## src/rtl/regfile_arbiter_if.sv

```systemverilog
// Bundle between the two requesters, the arbiter and the single-port register file.
// Per-port signals are packed arrays indexed by port number (0 = system controller, 1 = host).
interface regfile_arbiter_if #(
    parameter int DATA_W = 8,
    parameter int ADDR_W = 4
);
    logic [1:0]             p_req;
    logic [1:0]             p_we;
    logic [1:0][ADDR_W-1:0] p_addr;
    logic [1:0][DATA_W-1:0] p_wdata;
    logic [1:0]             p_gnt;
    logic [1:0][DATA_W-1:0] p_rdata;
    logic [1:0]             p_rvalid;
    logic [1:0]             p_err;

    logic                   rf_wr_en;
    logic                   rf_rd_en;
    logic [ADDR_W-1:0]      rf_addr;
    logic [DATA_W-1:0]      rf_wdata;
    logic [DATA_W-1:0]      rf_rd_data;
    logic                   rf_rd_vld;

    modport slave (
        input  p_req, p_we, p_addr, p_wdata, rf_rd_data, rf_rd_vld,
        output p_gnt, p_rdata, p_rvalid, p_err, rf_wr_en, rf_rd_en, rf_addr, rf_wdata
    );

    modport master (
        output p_req, p_we, p_addr, p_wdata, rf_rd_data, rf_rd_vld,
        input  p_gnt, p_rdata, p_rvalid, p_err, rf_wr_en, rf_rd_en, rf_addr, rf_wdata
    );
endinterface

```

## src/rtl/regfile_arbiter.sv

```systemverilog
// Two-port round-robin arbiter in front of a single-port register file.
// Serialises commands, routes read data back to the issuing port and closes out lost reads.
module regfile_arbiter #(
    parameter int DATA_W  = 8,
    parameter int ADDR_W  = 4,
    parameter int TIMEOUT = 8
) (
    input logic              clk,
    input logic              rstn,
    regfile_arbiter_if.slave bus
);
    localparam int NUM_PORTS = 2;
    localparam int CNT_W     = $clog2(TIMEOUT);
    localparam logic [CNT_W-1:0] CNT_LAST = CNT_W'(TIMEOUT - 1);

    typedef enum logic [1:0] {S_IDLE, S_WR, S_RD, S_RD_WAIT} state_e;

    state_e                 state_q, state_d;
    logic                   owner_q, owner_d;
    logic                   last_q, last_d;
    logic [CNT_W-1:0]       cnt_q, cnt_d;
    logic [NUM_PORTS-1:0]   gnt_q, gnt_d;
    logic                   wr_en_q, wr_en_d;
    logic                   rd_en_q, rd_en_d;
    logic [ADDR_W-1:0]      addr_q, addr_d;
    logic [DATA_W-1:0]      wdata_q, wdata_d;

    logic                   grant_any;
    logic                   grant_sel;
    logic                   vld_hit;
    logic                   timeout;
    logic                   rsp_fire;
    logic                   rsp_err;
    logic [DATA_W-1:0]      rsp_data;

    // On contention the port that did not win last time goes first.
    assign grant_any = |bus.p_req;
    always_comb begin
        grant_sel = 1'b0;
        unique case (bus.p_req)
            2'b01:   grant_sel = 1'b0;
            2'b10:   grant_sel = 1'b1;
            2'b11:   grant_sel = ~last_q;
            default: grant_sel = 1'b0;
        endcase
    end

    // Valid on the final count beats the timeout.
    assign vld_hit = (state_q == S_RD_WAIT) && bus.rf_rd_vld;
    assign timeout = (state_q == S_RD_WAIT) && !bus.rf_rd_vld && (cnt_q == CNT_LAST);

    always_ff @(posedge clk or negedge rstn) begin
        if (!rstn) begin
            state_q <= S_IDLE;
            owner_q <= 1'b0;
            last_q  <= 1'b1;
            cnt_q   <= '0;
            gnt_q   <= '0;
            wr_en_q <= 1'b0;
            rd_en_q <= 1'b0;
            addr_q  <= '0;
            wdata_q <= '0;
        end else begin
            state_q <= state_d;
            owner_q <= owner_d;
            last_q  <= last_d;
            cnt_q   <= cnt_d;
            gnt_q   <= gnt_d;
            wr_en_q <= wr_en_d;
            rd_en_q <= rd_en_d;
            addr_q  <= addr_d;
            wdata_q <= wdata_d;
        end
    end

    always_comb begin
        state_d = state_q;
        owner_d = owner_q;
        last_d  = last_q;
        cnt_d   = cnt_q;
        unique case (state_q)
            S_IDLE: begin
                if (grant_any) begin
                    owner_d = grant_sel;
                    last_d  = grant_sel;
                    state_d = bus.p_we[grant_sel] ? S_WR : S_RD;
                end
            end
            S_WR: state_d = S_IDLE;
            S_RD: begin
                state_d = S_RD_WAIT;
                cnt_d   = '0;
            end
            S_RD_WAIT: begin
                if (vld_hit || timeout) state_d = S_IDLE;
                else                    cnt_d   = cnt_q + 1'b1;
            end
            default: state_d = S_IDLE;
        endcase
    end

    // Next values of the registered outputs; rf_* fall back to zero unless driven here.
    always_comb begin
        gnt_d    = '0;
        wr_en_d  = 1'b0;
        rd_en_d  = 1'b0;
        addr_d   = '0;
        wdata_d  = '0;
        rsp_fire = 1'b0;
        rsp_err  = 1'b0;
        rsp_data = '0;
        unique case (state_q)
            S_IDLE: begin
                if (grant_any) begin
                    gnt_d[grant_sel] = 1'b1;
                    addr_d           = bus.p_addr[grant_sel];
                    if (bus.p_we[grant_sel]) begin
                        wr_en_d = 1'b1;
                        wdata_d = bus.p_wdata[grant_sel];
                    end else begin
                        rd_en_d = 1'b1;
                    end
                end
            end
            S_RD: addr_d = addr_q;
            S_RD_WAIT: begin
                if (vld_hit) begin
                    rsp_fire = 1'b1;
                    rsp_data = bus.rf_rd_data;
                end else if (timeout) begin
                    rsp_fire = 1'b1;
                    rsp_err  = 1'b1;
                end else begin
                    addr_d = addr_q;
                end
            end
            default: ;
        endcase
    end

    // Per-port response registers; only the owner's lane ever moves.
    for (genvar p = 0; p < NUM_PORTS; p++) begin : g_rsp
        logic              hit;
        logic              rvalid_q;
        logic              err_q;
        logic [DATA_W-1:0] rdata_q;

        assign hit = rsp_fire && (owner_q == 1'(p));

        always_ff @(posedge clk or negedge rstn) begin
            if (!rstn) begin
                rvalid_q <= 1'b0;
                err_q    <= 1'b0;
                rdata_q  <= '0;
            end else begin
                rvalid_q <= hit;
                err_q    <= hit && rsp_err;
                if (hit) rdata_q <= rsp_data;
            end
        end

        assign bus.p_rvalid[p] = rvalid_q;
        assign bus.p_err[p]    = err_q;
        assign bus.p_rdata[p]  = rdata_q;
    end

    assign bus.p_gnt    = gnt_q;
    assign bus.rf_wr_en = wr_en_q;
    assign bus.rf_rd_en = rd_en_q;
    assign bus.rf_addr  = addr_q;
    assign bus.rf_wdata = wdata_q;
endmodule

```

## src/flat_wrapper.sv

```systemverilog
// flat-port wrapper written by rule: the top's interface ports become plain ports
module regfile_arbiter_flat 
#(
    parameter int DATA_W  = 8,
    parameter int ADDR_W  = 4,
    parameter int TIMEOUT = 8
)
  (clk, rstn, bus_p_req, bus_p_we, bus_p_addr, bus_p_wdata, bus_rf_rd_data, bus_rf_rd_vld, bus_p_gnt, bus_p_rdata, bus_p_rvalid, bus_p_err, bus_rf_wr_en, bus_rf_rd_en, bus_rf_addr, bus_rf_wdata);
  regfile_arbiter_if #(.DATA_W(DATA_W), .ADDR_W(ADDR_W)) bus_i ();
  input logic clk;
  input logic rstn;
  input wire logic [$bits(bus_i.p_req)-1:0] bus_p_req;
  input wire logic [$bits(bus_i.p_we)-1:0] bus_p_we;
  input wire logic [$bits(bus_i.p_addr)-1:0] bus_p_addr;
  input wire logic [$bits(bus_i.p_wdata)-1:0] bus_p_wdata;
  input wire logic [$bits(bus_i.rf_rd_data)-1:0] bus_rf_rd_data;
  input wire logic [$bits(bus_i.rf_rd_vld)-1:0] bus_rf_rd_vld;
  output wire logic [$bits(bus_i.p_gnt)-1:0] bus_p_gnt;
  output wire logic [$bits(bus_i.p_rdata)-1:0] bus_p_rdata;
  output wire logic [$bits(bus_i.p_rvalid)-1:0] bus_p_rvalid;
  output wire logic [$bits(bus_i.p_err)-1:0] bus_p_err;
  output wire logic [$bits(bus_i.rf_wr_en)-1:0] bus_rf_wr_en;
  output wire logic [$bits(bus_i.rf_rd_en)-1:0] bus_rf_rd_en;
  output wire logic [$bits(bus_i.rf_addr)-1:0] bus_rf_addr;
  output wire logic [$bits(bus_i.rf_wdata)-1:0] bus_rf_wdata;
  assign bus_i.p_req = bus_p_req;
  assign bus_i.p_we = bus_p_we;
  assign bus_i.p_addr = bus_p_addr;
  assign bus_i.p_wdata = bus_p_wdata;
  assign bus_i.rf_rd_data = bus_rf_rd_data;
  assign bus_i.rf_rd_vld = bus_rf_rd_vld;
  assign bus_p_gnt = bus_i.p_gnt;
  assign bus_p_rdata = bus_i.p_rdata;
  assign bus_p_rvalid = bus_i.p_rvalid;
  assign bus_p_err = bus_i.p_err;
  assign bus_rf_wr_en = bus_i.rf_wr_en;
  assign bus_rf_rd_en = bus_i.rf_rd_en;
  assign bus_rf_addr = bus_i.rf_addr;
  assign bus_rf_wdata = bus_i.rf_wdata;
  regfile_arbiter #(.DATA_W(DATA_W), .ADDR_W(ADDR_W), .TIMEOUT(TIMEOUT)) u_core (.clk(clk), .rstn(rstn), .bus(bus_i));
endmodule
```

## config.mk

```make
export PLATFORM = sky130hd
export DESIGN_NAME = regfile_arbiter_flat
export DESIGN_NICKNAME = d
export VERILOG_FILES = /design/src/rtl/regfile_arbiter_if.sv /design/src/rtl/regfile_arbiter.sv /design/src/flat_wrapper.sv
export SDC_FILE = /design/constraint.sdc
export NUM_CORES = 1
export LEC_CHECK = 0
export ABC_AREA = 0
export BUFFER_PORTS_ARGS = -buffer_cell sky130_fd_sc_hd__buf_2
export CORE_UTILIZATION = 37
export CTS_CLUSTER_SIZE = 8
export DETAILED_ROUTE_END_ITERATION = 8
export HOLD_SLACK_MARGIN = 0.05
export PLACE_DENSITY = 0.7
export RECOVER_POWER = 50
export SYNTH_ARGS = -nofsm -noshare
export SYNTH_HDL_FRONTEND = slang
export SYNTH_SLANG_ARGS = --single-unit
```

## constraint.sdc

```tcl
create_clock -name clk -period 4.2 [get_ports clk]
set_input_delay 0.42 -clock clk [delete_from_list [all_inputs] [get_ports clk]]
set_output_delay 0.42 -clock clk [all_outputs]
set_load 0.01 [all_outputs]
```

==> impl_metrics.ini <==
[floorplanning]
ios = 75
start_util_pct = 38.4
core_um2 = 4690
die_w_um = 71.8
die_area_um2 = 5150
row_count = 25
die_y_um = 71.8

[synth]
synth-seq-area-share_pct = 59.8
yosysMostFrequentCell = dfrtp_1
synth_area_leaders = dfrtp_1 58%, mux2_2 11%, a22o_1 3.9%, and2_1 2.8%, mux2i_1 2.8%
synthDistinctLibCells = 34
synth_top_family_by_area = multiplexers
syn_area_um2 = 1800
ys.warnings.count = 0
yosys.area_share.simple_pct = 9.51
yosys-top-cells-count = 42 x dfrtp_1, 17 x mux2_2, 8 x a22o_1, 8 x and2_1, 7 x o21ai_0
ys.flop_type = dfrtp_1
synth_seq_cells = 43
synth_fp_nets = 180
synthCells = 139
synthAdderAreaFrac_pct = 1.39
post_synth_xor_area_fraction_pct = 0
yosys.area.top_type = dfrtp_1
synth.avg_cell_area_um2 = 13.0
synth_mux_area_share_pct = 13.4
synth_edf_count = 0
async_reset_ff_share_pct = 100
synth_compound_area_share_pct = 12.0
synth_top_area_share_pct = 58.3

[timing]
finalHoldViolCount = 0
setup_viol = 0
rsz0062_at_grt = false
period_minus_slack_ps = 2030
maxSlewViolCount = 44
slew_headroom_pct = -46.7
setup_tns_ps = 0
max_freq_mhz = 493
period_share_pct = 48.3
skew_ps = 3.99
tightest_slew_ps = 2200

[worst_setup_path]
cpPeakStageDelay_ps = 1540
path_delay_family = buffers and inverters
start_kind = input pin
reg2reg_depth = 5
rr_endpoint = u_core.g_rsp[0].rdata_q[7]$_DFFE_PN0P_
worst-setup-path-type = input pin to async pin
worst_ep_arrival_time_ps = 1980
critical_path.slowest_cell = clkbuf_1
worstSetupEndpointType = async pin
critPathBufInv = 1
r2r-start = u_core.cnt_q[1]$_DFFE_PN0P_
rrSetupSlack_ps = 2440
path_max_fanout = 43
critPathRequiredTime_ps = 4150
cp_cell_sequence = clkbuf_1

[min_path]
hold-path-endpoint = u_core.bus.rf_wdata[6]$_DFF_PN0_
hold_path_depth = 2
hold_path_class = input pin to flop
hold_path.startpoint = bus_p_wdata[14]

[clock_network]
ctsHoldBuffers = 0
clkSinkCount = 43
path_clk_slew_ps = 80
htreeDepth = 2
cts_buffer_depth = 2
cts_resized = 0
tritoncts = yes
clk_latency_ps = 280
post_cts_buffers = 0
cts_root_buffer = clkbuf_8
cts_buffers = 5

[global_route]
overflow = 0
antenna_found_initial = 0
grt_max_degree = 44
grt_use_total_pct = 14.5
grt_pass1_vias = 1296
grt_pass1_wl_um = 5750

[detailed_routing]
drc = 0
vias_per_cell = 4.87
post_drt_wl_per_cell_um = 13.1
detail-route-antenna-nets = 0
drt_wl_total_um = 3510
vias = 1306
drtIter0Drc = 36
drt_pass1_iterations = 4

[placed_design]
io_buffers = 74
hpwl_um = 2600
dp_cells = 260
gp_congestion = 0.722

[flow_run]
cap_viol_max_count = 1

[final_layout]
final_cell_count_no_fill = 268
drive_gt1_share_pct = 39.7
register_area_um2 = 1080
fillers = 456
multi_input_area_um2 = 654
diodes = 0
area_delta_synth_final_pct = 25.3
fin_nets = 254

[run_status]
violations = capacitance limit, slew limit
status = finished with violations

[pwr]
p_leak_uw = 0.00119
ir_worst_vdd_mv = 0.228
power_density_nw_per_um2 = 583
area by class of cell:
class                      count  area share [%]
clock buffer                   6            3.22
multi-input combinational     82            29.0
sequential                    43            47.7
timing repair buffer          74            15.4
inverter                       7            1.16
tap                           54            2.99
clock inverter                 2           0.554
layout by cell type (no fill, tap or decap), types with 4 or more instances in the layout:
cell type,Yosys,routed
a22o_1,8,8
and2_1,8,8
buf_2,2,55
clkbuf_1,1,20
clkbuf_8,0,5
dfrtp_1,42,42
inv_1,6,6
mux2_2,17,17
mux2i_1,5,5
nand2_1,6,6
nand3_1,4,4
nor2_1,4,4
o21ai_0,7,7
flip-flops by register name, summed over array words and instances (netlist names):
signal,cells
u_core.g_rsp.rdata_q,16
u_core.bus.rf_wdata,8
u_core.bus.rf_addr,4
u_core.cnt_q,3
u_core.bus.p_gnt,2
u_core.g_rsp.err_q,2
u_core.g_rsp.rvalid_q,2
u_core.state_q,2
u_core.bus.rf_rd_en,1
u_core.bus.rf_wr_en,1
u_core.last_q,1
u_core.owner_q,1
worst max path at each step:
stage	from	to	cells past startpoint
final	rstn	u_core.bus.rf_addr[1]$_DFFE_PN0P_	1
after global routing	rstn	u_core.g_rsp[0].rdata_q[6]$_DFFE_PN0P_	1
after CTS	u_core.cnt_q[1]$_DFFE_PN0P_	u_core.g_rsp[0].rdata_q[7]$_DFFE_PN0P_	5
after detailed placement	u_core.cnt_q[1]$_DFFE_PN0P_	u_core.g_rsp[0].rdata_q[7]$_DFFE_PN0P_	5
after global placement	u_core.cnt_q[0]$_DFFE_PN0P_	u_core.g_rsp[0].rdata_q[3]$_DFFE_PN0P_	5
after floorplan	u_core.cnt_q[0]$_DFFE_PN0P_	u_core.g_rsp[0].rdata_q[0]$_DFFE_PN0P_	5
kinds of logic (layout without fill, tap and decap cells):
logic type | Yosys count | count (layout)
AO/OA/AOI/OAI | 28 | 28
adder cells (fa/ha/maj) | 2 | 2
buffers and inverters | 14 | 89
flip-flops | 43 | 43
multiplexers | 22 | 22
AND/OR/NAND/NOR | 30 | 30
routing by layer:
layer / share of wire [%] / routed length, um / global-route usage (%) / up-vias
met1: 47 / 1650 / 18.7 / 610
met4: 0 / 0 / 4.14 / 0
met5: 0 / 0 / 0 / -
met3: 6.1 / 213 / 3.66 / 0
met2: 47 / 1650 / 24.2 / 50
li1: - / - / - / 646
through the flow:
stage	total power [uW]	area, um^2	setup WS (ps)	util, %	hold slack, ps
2_1_floorplan	918	1800	2610	-	124
3_3_place_gp	1080	2200	2510	46.8	487
3_5_place_dp	1090	2200	2460	46.8	491
4_1_cts	1350	2280	2420	48.6	302
5_1_grt	1420	2260	1600	48.1	338
6_report	1320	2260	2170	48.1	346
power breakdown:
part           leakage [uW]  switching, uW  internal (uW)
logic              0.000571            217            197
clock network     0.0000412            131            116
registers          0.000580            105            550
Power figures use the tool's default switching activity.
